[src/rtl/seven_seg_pkg.sv]
// Shared definitions for seven-segment display blocks: segment type,
// all-off constants, scan FSM state encoding and digit-enable helper.
package seven_seg_pkg;

  typedef logic [6:0] seg_t;

  localparam seg_t       SEG_OFF = 7'b1111111;
  localparam logic [3:0] AN_OFF  = 4'b1111;

  localparam logic [0:0] ST_BLANK = 1'b0;
  localparam logic [0:0] ST_DRIVE = 1'b1;

  // Active-low one-hot enable for the selected digit.
  function automatic logic [3:0] an_select(input logic [1:0] idx);
    return ~(4'b0001 << idx);
  endfunction

endpackage

[src/rtl/hex_to_seg.sv]
// Combinational hex digit to active-low {a,b,c,d,e,f,g} segment decode.
module hex_to_seg
  import seven_seg_pkg::*;
(
  input  logic [3:0] hex,
  output seg_t       seg
);

  always_comb begin
    seg = SEG_OFF;
    case (hex)
      4'h0: seg = 7'b0000001;
      4'h1: seg = 7'b1001111;
      4'h2: seg = 7'b0010010;
      4'h3: seg = 7'b0000110;
      4'h4: seg = 7'b1001100;
      4'h5: seg = 7'b0100100;
      4'h6: seg = 7'b0100000;
      4'h7: seg = 7'b0001111;
      4'h8: seg = 7'b0000000;
      4'h9: seg = 7'b0000100;
      4'hA: seg = 7'b0001000;
      4'hB: seg = 7'b1100000;
      4'hC: seg = 7'b0110001;
      4'hD: seg = 7'b1000010;
      4'hE: seg = 7'b0110000;
      4'hF: seg = 7'b0111000;
      default: seg = SEG_OFF;
    endcase
  end

endmodule

[src/rtl/seven_seg_scan_ctrl.sv]
// Four-digit multiplexed seven-segment scanner with a blanking gap before
// each digit slot and a one-deep load buffer committed at frame boundaries.
module seven_seg_scan_ctrl
  import seven_seg_pkg::*;
#(
  parameter int DIGIT_CYCLES = 50000,
  parameter int BLANK_CYCLES = 16
) (
  input  logic        clk,
  input  logic        reset,
  input  logic        enable,
  input  logic        load_valid,
  input  logic [15:0] load_data,
  output logic        load_ready,
  input  logic [3:0]  blank_mask,
  output seg_t        seg,
  output logic [3:0]  an,
  output logic        frame_done
);

  localparam int MAX_CYCLES = (DIGIT_CYCLES > BLANK_CYCLES) ? DIGIT_CYCLES : BLANK_CYCLES;
  localparam int CNT_W      = $clog2(MAX_CYCLES + 1);

  localparam logic [CNT_W-1:0] BLANK_LAST = CNT_W'(BLANK_CYCLES - 1);
  localparam logic [CNT_W-1:0] DRIVE_LAST = CNT_W'(DIGIT_CYCLES - 1);

  logic [0:0]       state_reg, state_next;
  logic [1:0]       idx_reg, idx_next;
  logic [CNT_W-1:0] cnt_reg, cnt_next;
  logic [15:0]      active_reg, active_next;
  logic [15:0]      pending_reg, pending_next;
  logic             pending_full_reg, pending_full_next;
  logic             frame_done_reg, frame_done_next;

  logic             boundary;
  logic             commit;
  logic             capture;
  logic [3:0]       digit_hex;
  seg_t             dec_seg;

  always_comb begin
    state_next = state_reg;
    idx_next   = idx_reg;
    cnt_next   = cnt_reg;
    boundary   = 1'b0;
    if (!enable) begin
      state_next = ST_BLANK;
      idx_next   = 2'd0;
      cnt_next   = '0;
    end else if (state_reg == ST_BLANK) begin
      if (cnt_reg == BLANK_LAST) begin
        state_next = ST_DRIVE;
        cnt_next   = '0;
      end else begin
        cnt_next = cnt_reg + 1'b1;
      end
    end else begin
      if (cnt_reg == DRIVE_LAST) begin
        state_next = ST_BLANK;
        cnt_next   = '0;
        idx_next   = idx_reg + 2'd1;
        boundary   = (idx_reg == 2'd3);
      end else begin
        cnt_next = cnt_reg + 1'b1;
      end
    end
  end

  // Commit and capture are mutually exclusive: capture needs the buffer empty,
  // commit needs it full. While disabled a pending value commits right away.
  always_comb begin
    commit            = pending_full_reg && (!enable || boundary);
    capture           = load_valid && !pending_full_reg;
    active_next       = commit  ? pending_reg : active_reg;
    pending_next      = capture ? load_data   : pending_reg;
    pending_full_next = capture ? 1'b1 : (commit ? 1'b0 : pending_full_reg);
    frame_done_next   = boundary;
  end

  always_ff @(posedge clk or posedge reset) begin
    if (reset) begin
      state_reg        <= ST_BLANK;
      idx_reg          <= 2'd0;
      cnt_reg          <= '0;
      active_reg       <= 16'h0000;
      pending_reg      <= 16'h0000;
      pending_full_reg <= 1'b0;
      frame_done_reg   <= 1'b0;
    end else begin
      state_reg        <= state_next;
      idx_reg          <= idx_next;
      cnt_reg          <= cnt_next;
      active_reg       <= active_next;
      pending_reg      <= pending_next;
      pending_full_reg <= pending_full_next;
      frame_done_reg   <= frame_done_next;
    end
  end

  assign digit_hex = active_reg[{idx_reg, 2'b00} +: 4];

  hex_to_seg u_hex_to_seg (
    .hex (digit_hex),
    .seg (dec_seg)
  );

  // Outputs come straight from registered state; blank_mask acts immediately.
  always_comb begin
    seg = SEG_OFF;
    an  = AN_OFF;
    if (state_reg == ST_DRIVE && !blank_mask[idx_reg]) begin
      seg = dec_seg;
      an  = an_select(idx_reg);
    end
  end

  assign load_ready = ~pending_full_reg;
  assign frame_done = frame_done_reg;

endmodule

[config.mk]
export PLATFORM = sky130hd
export DESIGN_NAME = seven_seg_scan_ctrl
export DESIGN_NICKNAME = d
export VERILOG_FILES = /design/src/rtl/seven_seg_pkg.sv /design/src/rtl/hex_to_seg.sv /design/src/rtl/seven_seg_scan_ctrl.sv
export SDC_FILE = /design/constraint.sdc
export NUM_CORES = 1
export LEC_CHECK = 0
export BUFFER_PORTS_ARGS = -buffer_cell sky130_fd_sc_hd__buf_2
export CAP_MARGIN = 5
export CORE_MARGIN = 1.5
export CORE_UTILIZATION = 57
export DETAILED_ROUTE_END_ITERATION = 8
export GPL_TIMING_DRIVEN = 0
export PLACE_DENSITY_LB_ADDON = 0.3
export SETUP_SLACK_MARGIN = 0.4
export SYNTH_ARGS = -nofsm -noshare
export SYNTH_HDL_FRONTEND = slang
export SYNTH_SLANG_ARGS = --single-unit
[constraint.sdc]
create_clock -name clk -period 3 [get_ports clk]
set_input_delay 0.6 -clock clk [delete_from_list [all_inputs] [get_ports clk]]
set_output_delay 0.6 -clock clk [all_outputs]
set_load 0.005 [all_outputs]
Yosys cells after proc, flatten, opt, wreduce, memory -nomap -nowiden
Memories as Yosys holds them, arrays and structs flattened.
Cells that the tools add are included.
{"block": "op_classes", "n_addsub": 2, "magnitude_cmp": 1, "eq_ne": 5, "shift": 2, "mux": 20, "bitwise_logic": 2, "reduce_logical": 9}
{"cell": "16-bit 2-to-1 mux", "count": 4}
{"cell": "16-bit by 1-bit adder with 16-bit output (second input constant)", "count": 1}
{"cell": "16-bit equality test (second input constant)", "count": 1}
{"cell": "16-bit by 4-bit equality test with 1-bit output (second input constant)", "count": 1}
{"cell": "16-bit by 5-bit variable part select with 4-bit output", "count": 1}
{"cell": "1-bit 2-to-1 mux", "count": 10}
{"cell": "7-bit 2-to-1 mux", "count": 1}
{"cell": "2-bit 2-to-1 mux", "count": 3}
{"cell": "4-bit 2-to-1 mux", "count": 1}
{"cell": "2-bit by 1-bit inequality test with 1-bit output (second input constant)", "count": 2}
{"cell": "4-bit inverter", "count": 1}
{"cell": "1-bit by 2-bit << shifter with 4-bit output (first input constant)", "count": 1}
{"cell": "1-bit logical AND", "count": 3}
{"cell": "1-bit logical NOT", "count": 3}
{"cell": "2-bit by 3-bit < comparator with 1-bit output (second input constant)", "count": 1}
{"cell": "2-bit by 1-bit adder with 2-bit output (second input constant)", "count": 1}
{"cell": "1-bit binary-select mux with 2-bit select", "count": 1}
{"cell": "2-bit equality test (second input constant)", "count": 1}
{"cell": "2-bit AND reduction", "count": 1}
{"cell": "2-bit nonzero test", "count": 1}
{"cell": "1-bit logical OR", "count": 1}
{"cell": "1-bit inverter", "count": 1}
{"block": "totals", "reg_bits": 53, "mem_bits_ro": 112, "inputBits": 24, "out_inout_bits": 13, "n_memories": 1}
{"name": "(no name shown)", "words": 16, "word_bits": 7, "rd": 1, "rd_ports_with_merged_regs": 0, "write_ports": 0, "line": "hex_to_seg.sv:11", "source": "case (hex)"}

Depth between registers and ports, before layout
Gate-level depths: netlist of run 1.
{"block": "depth", "word_depth": 8, "depth_mapped": 9, "ltp_nobuf": 8}

Hierarchy
Synthesis of run 1 repeated with hierarchy kept, for this count alone.
{"block": "unflattened", "cells_unflattened": 236, "area_unflattened_um2": 2859.0}
{"mod": "seven_seg_scan_ctrl", "instances": 1, "cells_each": 203, "area_each_um2": 2590.0}
{"mod": "hex_to_seg", "instances": 1, "cells_each": 33, "area_each_um2": 269.0}

Least setup slack after synthesis of run 1
No wires, ideal clock.
{"block": "synth_path", "kind": "register to output", "from": "register idx_reg[1]", "to": "output port seg[3]", "arrival_time_ps": 1951, "setup_slack_ps": 449, "path_stages_with_launch": 10, "path_cell_list": "dfrtp_1 clkbuf_1 mux4_2 inv_1 ha_1 inv_1 nand2_1 o21ai_0 and3_1 a31oi_1"}
{"block": "synth_between", "elab_chain_len": 5}
{"element": "start, declared", "line": "seven_seg_scan_ctrl.sv:28", "source": "logic [1:0] idx_reg, idx_next;"}
{"element": "start signal, assigned", "line": "seven_seg_scan_ctrl.sv:91", "source": "idx_reg <= idx_next;"}
{"element": "branches (longest 4 deep; another with memory 16 x 7 bit)"}
{"element": "7-bit 2-to-1 mux (*)", "line": "seven_seg_scan_ctrl.sv:111", "source": "if (state_reg == ST_DRIVE && !blank_mask[idx_reg]) begin"}
{"element": "end, declared", "line": "seven_seg_scan_ctrl.sv:16", "source": "output seg_t seg,"}
Every way passes the cells marked *. The select of a mux whose other input is x is not followed.

Worst setup path after layout of run 1
Ends and elaborated chain as after synthesis.

==> impl_metrics.yaml, run 1 <==
status:
  status: "complete, no violations"
worst_setup_path:
  worstPathArrival_ns: 2.26
  path_class: "flip-flop to primary output"
  cp-startpoint: "idx_reg[1]"
  reg2reg_slack_ns: 0.90
  path_max_fanout: 4
  r2r_cells: 8
  reg2reg_from: "cnt_reg[0]"
  worst_ep_required_time_ns: 2.40
  worstSetupEndpointType: "primary output"
  crit-reg2reg-capture: "active_reg[10]"
  cp-start-kind: "flip-flop"
global_routing:
  antenna_found_initial: 0
  grt_max_degree: 40
  use_met2: 0.358
  grt_pass1_wl_mm: 9.34
  grt-ovfl-total: 0
  grt_util_met3: 0.0472
  track_usage: 0.235
  first_global_vias: 1931
  gr-max-usage-layer: "met2"
  grtUsageMet1: 0.340
clock_network:
  cts_root_buffer: "clkbuf_8"
  htreeDepth: 2
  clk_pin_slew_ns: 0.09
  cts_num_sinks: 53
  clock_path_buffers: 2
  clkLatencyLatePin_ns: 0.30
  cts-hold-fix-buffers: 0
  cts_tree: "done"
  cts_made_buffers: 5
sta:
  worst_pin_slew_ns: 0.623
  fmaxAchievable_ghz: 0.350
  tns_ns: 0
  final-setup-viol-count: 0
  hold_viol: 0
  finalClockSkew_ns: 0.00262
  min_period_over_period: 0.954
  min_period_ns: 2.86
  relSlewSlack: 0.584
  rsz0062_at_grt: "true"
  slew_violations: 0
power:
  ir_drop_v: 0.000374
  p_leak_nw: 1.53
  p_per_area_nw_per_um2: 683
logic_synthesis:
  synth_top_area_cell: "dfrtp_1"
  synth_cells: 227
  postSynthAreaPerCell_um2: 12.0
  synth_top_cell_area_share: 0.489
  synth-seq-cells: 53
  syn-num-nets: 262
  synthTopCellsByArea: "dfrtp_1, mux2_2, mux2_4"
  yosysWarnings: 0
  ys_seq_area_frac: 0.489
  ys_types: 37
  syn-cell-area_um2: 2710
final_layout:
  regArea_um2: 1330
  syn_to_final_growth_pct: 26.6
  final_common_cell: "dfrtp_1"
  fin_util: 0.768
  layout.nets: 323
  fillerInstances: 283
  diodes: 0
  final_layout_size_suffix_gt1_frac: 0.467
  final_cell_mix: "dfrtp_1, buf_2, nor2_1, mux2_2, nand2_1"
  multi_input_area_um2: 1440
floorplan:
  rows: 24
  core_um2: 4470
  io_pins: 37
  die_w_um: 72
  dieHeight_um: 72
  die_area_um2: 5180
  initial_utilization: 0.607
route:
  drc_errors: 0
  antenna_left: 0
  wire_per_inst_um: 16.8
  first_pass_iters: 4
  initialDrtViolationCount: 137
  drt_wl_total_mm: 5.73
  num_vias: 1938
  viasPerCell: 5.68
placed_design:
  routabilityCongestion: 0.883
  dp_hpwl_mm: 3.62
  placement.io_buffers: 36
run:
  drv_cap: 0
worst_hold_path:
  hold_path.class: "input port to async pin"
[where the power goes]
group          internal (mW)  switching (mW)
clock                  0.331           0.230
combinational          0.449           0.389
sequential             0.860          0.0872
[what timing repair did]
action                                  CTS  global route
gates resized for setup                  35            11
setup buffers                            17             0
endpoints found under the hold margin     0             0
pin swaps                                10             2
endpoints found under the setup margin   11            11
[through the flow]
step           setup slack, ns  power (mW)  cells  area [um^2]  hold slack, ns
2_1_floorplan            0.449        1.33    227         2710           0.431
5_1_grt                 0.0705        2.44    341         3440           0.269
3_5_place_dp            0.0790        1.46    316         2980           0.453
3_3_place_gp             0.120        1.43    315         2960           0.452
6_report                 0.139        2.35    341         3440           0.244
4_1_cts                  0.226        2.25    341         3390           0.247
[how the worst max path moves through the flow]
stage                     slack [ns]      to  depth (start not counted)
after floorplan                 0.45  seg[3]                          9
after detailed placement        0.08  seg[3]                         10
final                           0.14  seg[3]                         10
after global placement          0.12  seg[3]                         10
after global routing            0.07  seg[3]                         10
after CTS                       0.23  seg[3]                         10
[layer usage]
| metal | vias to the layer above | share of wire | wire length, um |
|---|---|---|---|
| li1 | 906 | - | - |
| met1 | 967 | 0.46 | 2630 |
| met2 | 54 | 0.49 | 2790 |
| met3 | 11 | 0.037 | 211 |
| met4 | 0 | 0.016 | 91 |
| met5 | - | 0 | 0 |
[cell type report]
cell class / instances / area share
multi-input cells: 155 / 0.418
repair buffers: 54 / 0.102
clock buffers: 5 / 0.0200
clock inverters: 3 / 0.0189
flip-flops and latches: 53 / 0.386
plain buffers: 9 / 0.0233
well taps: 52 / 0.0189
inverters: 10 / 0.0124
[worst max-delay path, cell delays in order, from the launching register on]
cell,delay [ns]
dfrtp_1,0.36
clkbuf_8,0.14
mux4_2,0.56
inv_4,0.13
ha_4,0.13
inv_2,0.03
nand2_1,0.05
o21ai_1,0.07
and3_1,0.18
a31oi_1,0.16
buf_2,0.14
[cells by family after synthesis]
group | after synthesis | share of synthesized area
compound gates | 18 | 0.0535
xor+xnor | 15 | 0.0484
fa+ha+maj | 11 | 0.0507
buf+inv | 19 | 0.0327
flops | 53 | 0.489
mux | 38 | 0.192
simple gates | 73 | 0.134
[cells in the mapped netlist (all sizes together)]
cell,n
xor2,8
and3,3
inv,10
mux2,32
a21oi,5
dfrtp,53
and2,1
a31oi,2
and4,2
nor2,25
nor2b,3
a31o,1
clkbuf,2
o221ai,4
buf,7
or2,2
mux2i,1
nand3,12
nand2,17
o311ai,1
ha,11
mux4,5
nor4,1
nor3,4
o211a,1
o21ai,3
nand4,2
nand2b,1
a21boi,1
xnor2,7
(Power assumes the default switching activity.)
==> inputs of run 2 (changes only) <==
==> constraint.sdc (replaced) <==
create_clock -name clk -period 3 [get_ports clk]
set_input_delay 0.15 -clock clk [delete_from_list [all_inputs] [get_ports clk]]
set_output_delay 0.15 -clock clk [all_outputs]
set_load 0.005 [all_outputs]
==> impl_metrics.yaml, run 2 (synthesized netlist as in run 1, its figures left out) <==
status:
  status: "complete, no violations"
final_layout:
  diodes: 0
  fin_cells: 332
  final_cell_mix: "dfrtp_1, buf_2, nor2_1, mux2_2, nand2_1"
  syn_to_final_growth_pct: 17.5
  fillerInstances: 330
  finalInstanceArea_um2: 3190
  final_common_cell: "dfrtp_1"
  final_layout_size_suffix_gt1_frac: 0.379
  fin_util: 0.713
  layout.nets: 314
clock_network:
  cts_num_sinks: 53
  clk_pin_slew_ns: 0.09
  htreeDepth: 2
  cts_root_buffer: "clkbuf_8"
  cts_tree: "done"
  cts_made_buffers: 5
  clock_path_buffers: 2
  clkLatencyLatePin_ns: 0.30
route:
  first_pass_iters: 4
  num_vias: 1844
  antenna_left: 0
  wire_per_inst_um: 15.1
  initialDrtViolationCount: 110
  viasPerCell: 5.55
  drt_wl_total_mm: 5.03
  drc_errors: 0
placed_design:
  dp_hpwl_mm: 3.62
  routabilityCongestion: 0.883
  placement.io_buffers: 36
  dpl.cell_count: 316
  post_dp_cell_area_um2: 2980
  pre_cts_slack_ns: 0.529
floorplan:
  io_pins: 37
  dieHeight_um: 72
  die_area_um2: 5180
  initial_utilization: 0.607
  die_w_um: 72
  rows: 24
  core_um2: 4470
global_routing:
  use_met2: 0.323
  antenna_found_initial: 0
  grtUsageMet1: 0.314
  grt_max_degree: 40
  gr-max-usage-layer: "met2"
  grt-ovfl-total: 0
  grt_util_met3: 0.0431
  grt_pass1_wl_mm: 8.56
  first_global_vias: 1835
  track_usage: 0.212
sta:
  min_period_over_period: 0.835
  worst_pin_slew_ns: 0.626
  hold_viol: 0
  min_period_ns: 2.50
  fin_ws_ns: 0.496
  final-setup-viol-count: 0
  fmaxAchievable_ghz: 0.399
  slew_violations: 0
  rsz0062_at_grt: "false"
  tns_ns: 0
  relSlewSlack: 0.582
  finalClockSkew_ns: 0.00222
worst_setup_path:
  r2r_cells: 8
  path_max_fanout: 7
  reg2reg_slack_ns: 0.89
  crit-reg2reg-capture: "active_reg[10]"
  endpoint: "seg[0]"
  path_class: "flip-flop to primary output"
  worstPathArrival_ns: 2.35
  cp-startpoint: "idx_reg[1]"
  reg2reg_from: "cnt_reg[0]"
  cp-start-kind: "flip-flop"
  worst_ep_required_time_ns: 2.85
  worstSetupEndpointType: "primary output"
power:
  p_int_mw: 1.49
  p_switching_uw: 566
  p_per_area_nw_per_um2: 646
  swShare: 0.275
  combPwrFrac: 0.270
  clkPwrFrac: 0.272
  p_leak_nw: 1.47
  ir_drop_v: 0.000367
  power_frac_seq: 0.459
run:
  drv_cap: 0
worst_hold_path:
  hold_path.class: "input port to flip-flop"
run 2: cell count changes in the layout (fill, tap and decap cells not counted), sizes merged:
cell | previous run | this run
clkbuf | 7 | 6
dlygate4sd3 | 0 | 1
buf | 61 | 52
run 2: metal layers:
metal  vias to the layer above  share of wire
met3                         8          0.040
met5                         -              0
met1                       895           0.48
li1                        888              -
met4                         0          0.013
met2                        53           0.47
run 2: through the flow:
stage	hold WS (ns)	total power, mW
6_report	0.0709	2.06
5_1_grt	0.0625	2.16
4_1_cts	0.0610	2.06
3_5_place_dp	0.141	1.46
3_3_place_gp	0.382	1.43
2_1_floorplan	0.278	1.33
run 2: worst min path at each step:
stage	start	to	cells after the start
2_1_floorplan	enable	state_reg	1
3_3_place_gp	load_data[11]	pending_reg[11]	2
3_5_place_dp	reset	cnt_reg[2]	2
4_1_cts	load_data[13]	pending_reg[13]	2
5_1_grt	load_data[8]	pending_reg[8]	2
6_report	load_data[15]	pending_reg[15]	2
run 2: critical path, stage by stage (launching register included):
cell and delay, ns:
dfrtp_1 0.36, buf_4 0.17, mux4_2 0.54, buf_4 0.17, ha_1 0.21, nor2b_1 0.15, a21oi_1 0.16, o221ai_1 0.15
buf_2 0.15
run 2: area by class of cell:
| cell class | count | area [um^2] | area share |
|---|---|---|---|
| Clock inverter | 3 | 65.1 | 0.0204 |
| Clock buffer | 5 | 68.8 | 0.0216 |
| Timing Repair Buffer | 45 | 263 | 0.0824 |
| Inverter | 10 | 37.5 | 0.0118 |
| Tap cell | 52 | 65.1 | 0.0204 |
| Sequential cell | 53 | 1330 | 0.416 |
| Multi-Input combinational cell | 155 | 1300 | 0.408 |
| Buffer | 9 | 61.3 | 0.0192 |
run 2: power by group through the flow:
stage / combinational, mW / clock (mW) / sequential, mW
finish: 0.556 / 0.559 / 0.944
global route: 0.607 / 0.595 / 0.962
CTS: 0.541 / 0.575 / 0.945
detailed placement: 0.504 / 0 / 0.960
global placement: 0.474 / 0 / 0.953
floorplan: 0.407 / 0 / 0.924
run 2: timing repair:
action                     4_1_cts  5_1_grt
setup endpoints to repair        4        5
gates resized for setup          3        3
gates cloned                     0        0
pin swaps                        0        0
hold endpoints to repair        14        0
hold buffers                     1        0
setup buffers                    4        3
==> inputs of run 3 (changes only) <==
- clock period: 3 -> 2.55 ns (I/O delays scaled with it)
==> impl_metrics.yaml, run 3 (synthesized netlist as in run 1, its figures left out) <==
power:
  power_frac_seq: 0.407
  clkPwrFrac: 0.239
  swShare: 0.299
  p_per_area_nw_per_um2: 789
  combPwrFrac: 0.354
  ir_drop_v: 0.000440
  p_leak_nw: 1.56
  finalPower_mw: 2.75
  p_int_mw: 1.93
  p_switching_uw: 821
worst_setup_path:
  worstPathArrival_ns: 2.38
  path_class: "flip-flop to primary output"
  cp_slowest_cell: "mux4_2"
  path_max_fanout: 4
  worstSetupEndpointType: "primary output"
  max_stage_delay_ns: 0.56
  worst_ep_required_time_ns: 2.42
  cp_cell_sequence: "clkbuf_8 -> mux4_2 -> inv_4 -> ha_4 -> inv_2 -> nand2_1 -> o21ai_1 -> and3_1 -> a31oi_1 -> buf_2"
  cp-start-kind: "flip-flop"
  r2r_cells: 8
clock_network:
  clkLatencyLatePin_ns: 0.30
  clk_pin_slew_ns: 0.09
  cts_made_buffers: 5
  clock_path_buffers: 2
  cts_tree: "done"
  cts_root_buffer: "clkbuf_8"
  htreeDepth: 2
  cts_num_sinks: 53
final_layout:
  fin_util: 0.780
  fin_cells: 347
  final_cell_mix: "dfrtp_1, buf_2, nor2_1, mux2_2, nand2_1"
  final_common_cell: "dfrtp_1"
  syn_to_final_growth_pct: 28.5
  final_layout_size_suffix_gt1_frac: 0.468
  diodes: 0
  layout.nets: 329
sta:
  relSlewSlack: 0.586
  holdWs_ns: 0.0478
  min_period_over_period: 0.985
  fmaxAchievable_ghz: 0.398
  tns_ns: 0
  hold_viol: 0
  finalClockSkew_ns: 0.00357
  rsz0062_at_grt: "true"
  slew_violations: 0
  worst_pin_slew_ns: 0.616
  min_period_ns: 2.51
  final-setup-viol-count: 0
floorplan:
  core_um2: 4470
  dieHeight_um: 72
  die_area_um2: 5180
  die_w_um: 72
  io_pins: 37
  rows: 24
  initial_utilization: 0.607
global_routing:
  grt_pass1_wl_mm: 9.32
  first_global_vias: 1943
  track_usage: 0.235
  grt-ovfl-total: 0
  grt_max_degree: 40
  antenna_found_initial: 0
worst_hold_path:
  hold_path.class: "input port to flip-flop"
  hold_depth: 2
placed_design:
  placement.io_buffers: 36
  dp_hpwl_mm: 3.62
  dpl.cell_count: 316
  routabilityCongestion: 0.883
route:
  first_pass_iters: 4
  wire_per_inst_um: 17.0
  antenna_left: 0
  drt_wl_total_mm: 5.90
  num_vias: 1945
  initialDrtViolationCount: 140
  viasPerCell: 5.61
  drc_errors: 0
run:
  drv_cap: 0
status:
  status: "complete, no violations"
-- run 3: changes by cell type in the layout (fill, tap and decap cells not counted), sizes merged --
cell,before,now
buf,52,66
clkbuf,6,7
-- run 3: worst paths after layout --
check / slack (ns) / start / endpoint
setup / recovery: 0.04 / idx_reg[1] / seg[3]
hold / removal: 0.05 / load_data[15] / pending_reg[15]
setup reg to reg: 0.56 / cnt_reg[0] / active_reg[10]
hold reg to reg: 0.46 / cnt_reg[0] / cnt_reg[0]
max in group asynchronous: 1.72 / reset / active_reg[6]
min in group asynchronous: 0.32 / reset / cnt_reg[2]
-- run 3: power by group through the flow --
stage | registers [mW] | logic [mW] | clock network (mW)
3_3_place_gp | 1.12 | 0.558 | 0
3_5_place_dp | 1.13 | 0.593 | 0
2_1_floorplan | 1.09 | 0.478 | 0
5_1_grt | 1.14 | 1.03 | 0.702
6_report | 1.12 | 0.973 | 0.659
4_1_cts | 1.11 | 0.861 | 0.677
-- run 3: worst max-delay path: cells and delay by family (launching register included) --
family,cells,cell delay [ns]
adder cells (fa/ha/maj),1,0.13
AO/OA/AOI/OAI,2,0.28
AND/OR/NAND/NOR,2,0.24
multiplexers,1,0.56
buffers and inverters,4,0.47
flip-flops,1,0.39
-- run 3: stage by stage --
stage,area [um^2],setup WS [ns]
after floorplan,2710,0.472
after global placement,2960,0.143
after detailed placement,2980,0.102
after CTS,3400,0.248
after global routing,3490,-0.00198
final,3490,0.0393
-- run 3: cell type report --
| type | count | area [um^2] |
|---|---|---|
| Clock buffer | 5 | 68.8 |
| Sequential cell | 53 | 1330 |
| Fill cell | 276 | 986 |
| Clock inverter | 3 | 65.1 |
| Tap cell | 52 | 65.1 |
| Multi-Input combinational cell | 155 | 1430 |
| Inverter | 10 | 42.5 |
| Buffer | 9 | 80.1 |
| Timing Repair Buffer | 60 | 410 |
-- run 3: layer usage --
metal	GRT usage	part of all wire	vias up
met5	0	0	-
met4	0.0839	0.019	0
met3	0.0472	0.032	12
met2	0.359	0.50	46
met1	0.338	0.45	968
li1	-	-	919
-- run 3: timing repair --
action / CTS / global route
pin swaps: 10 / 5
endpoints found under the hold margin: 14 / 0
gates resized for setup: 34 / 14
cloned: 0 / 1
hold buffers: 1 / 0
setup buffers: 17 / 4
endpoints found under the setup margin: 11 / 31
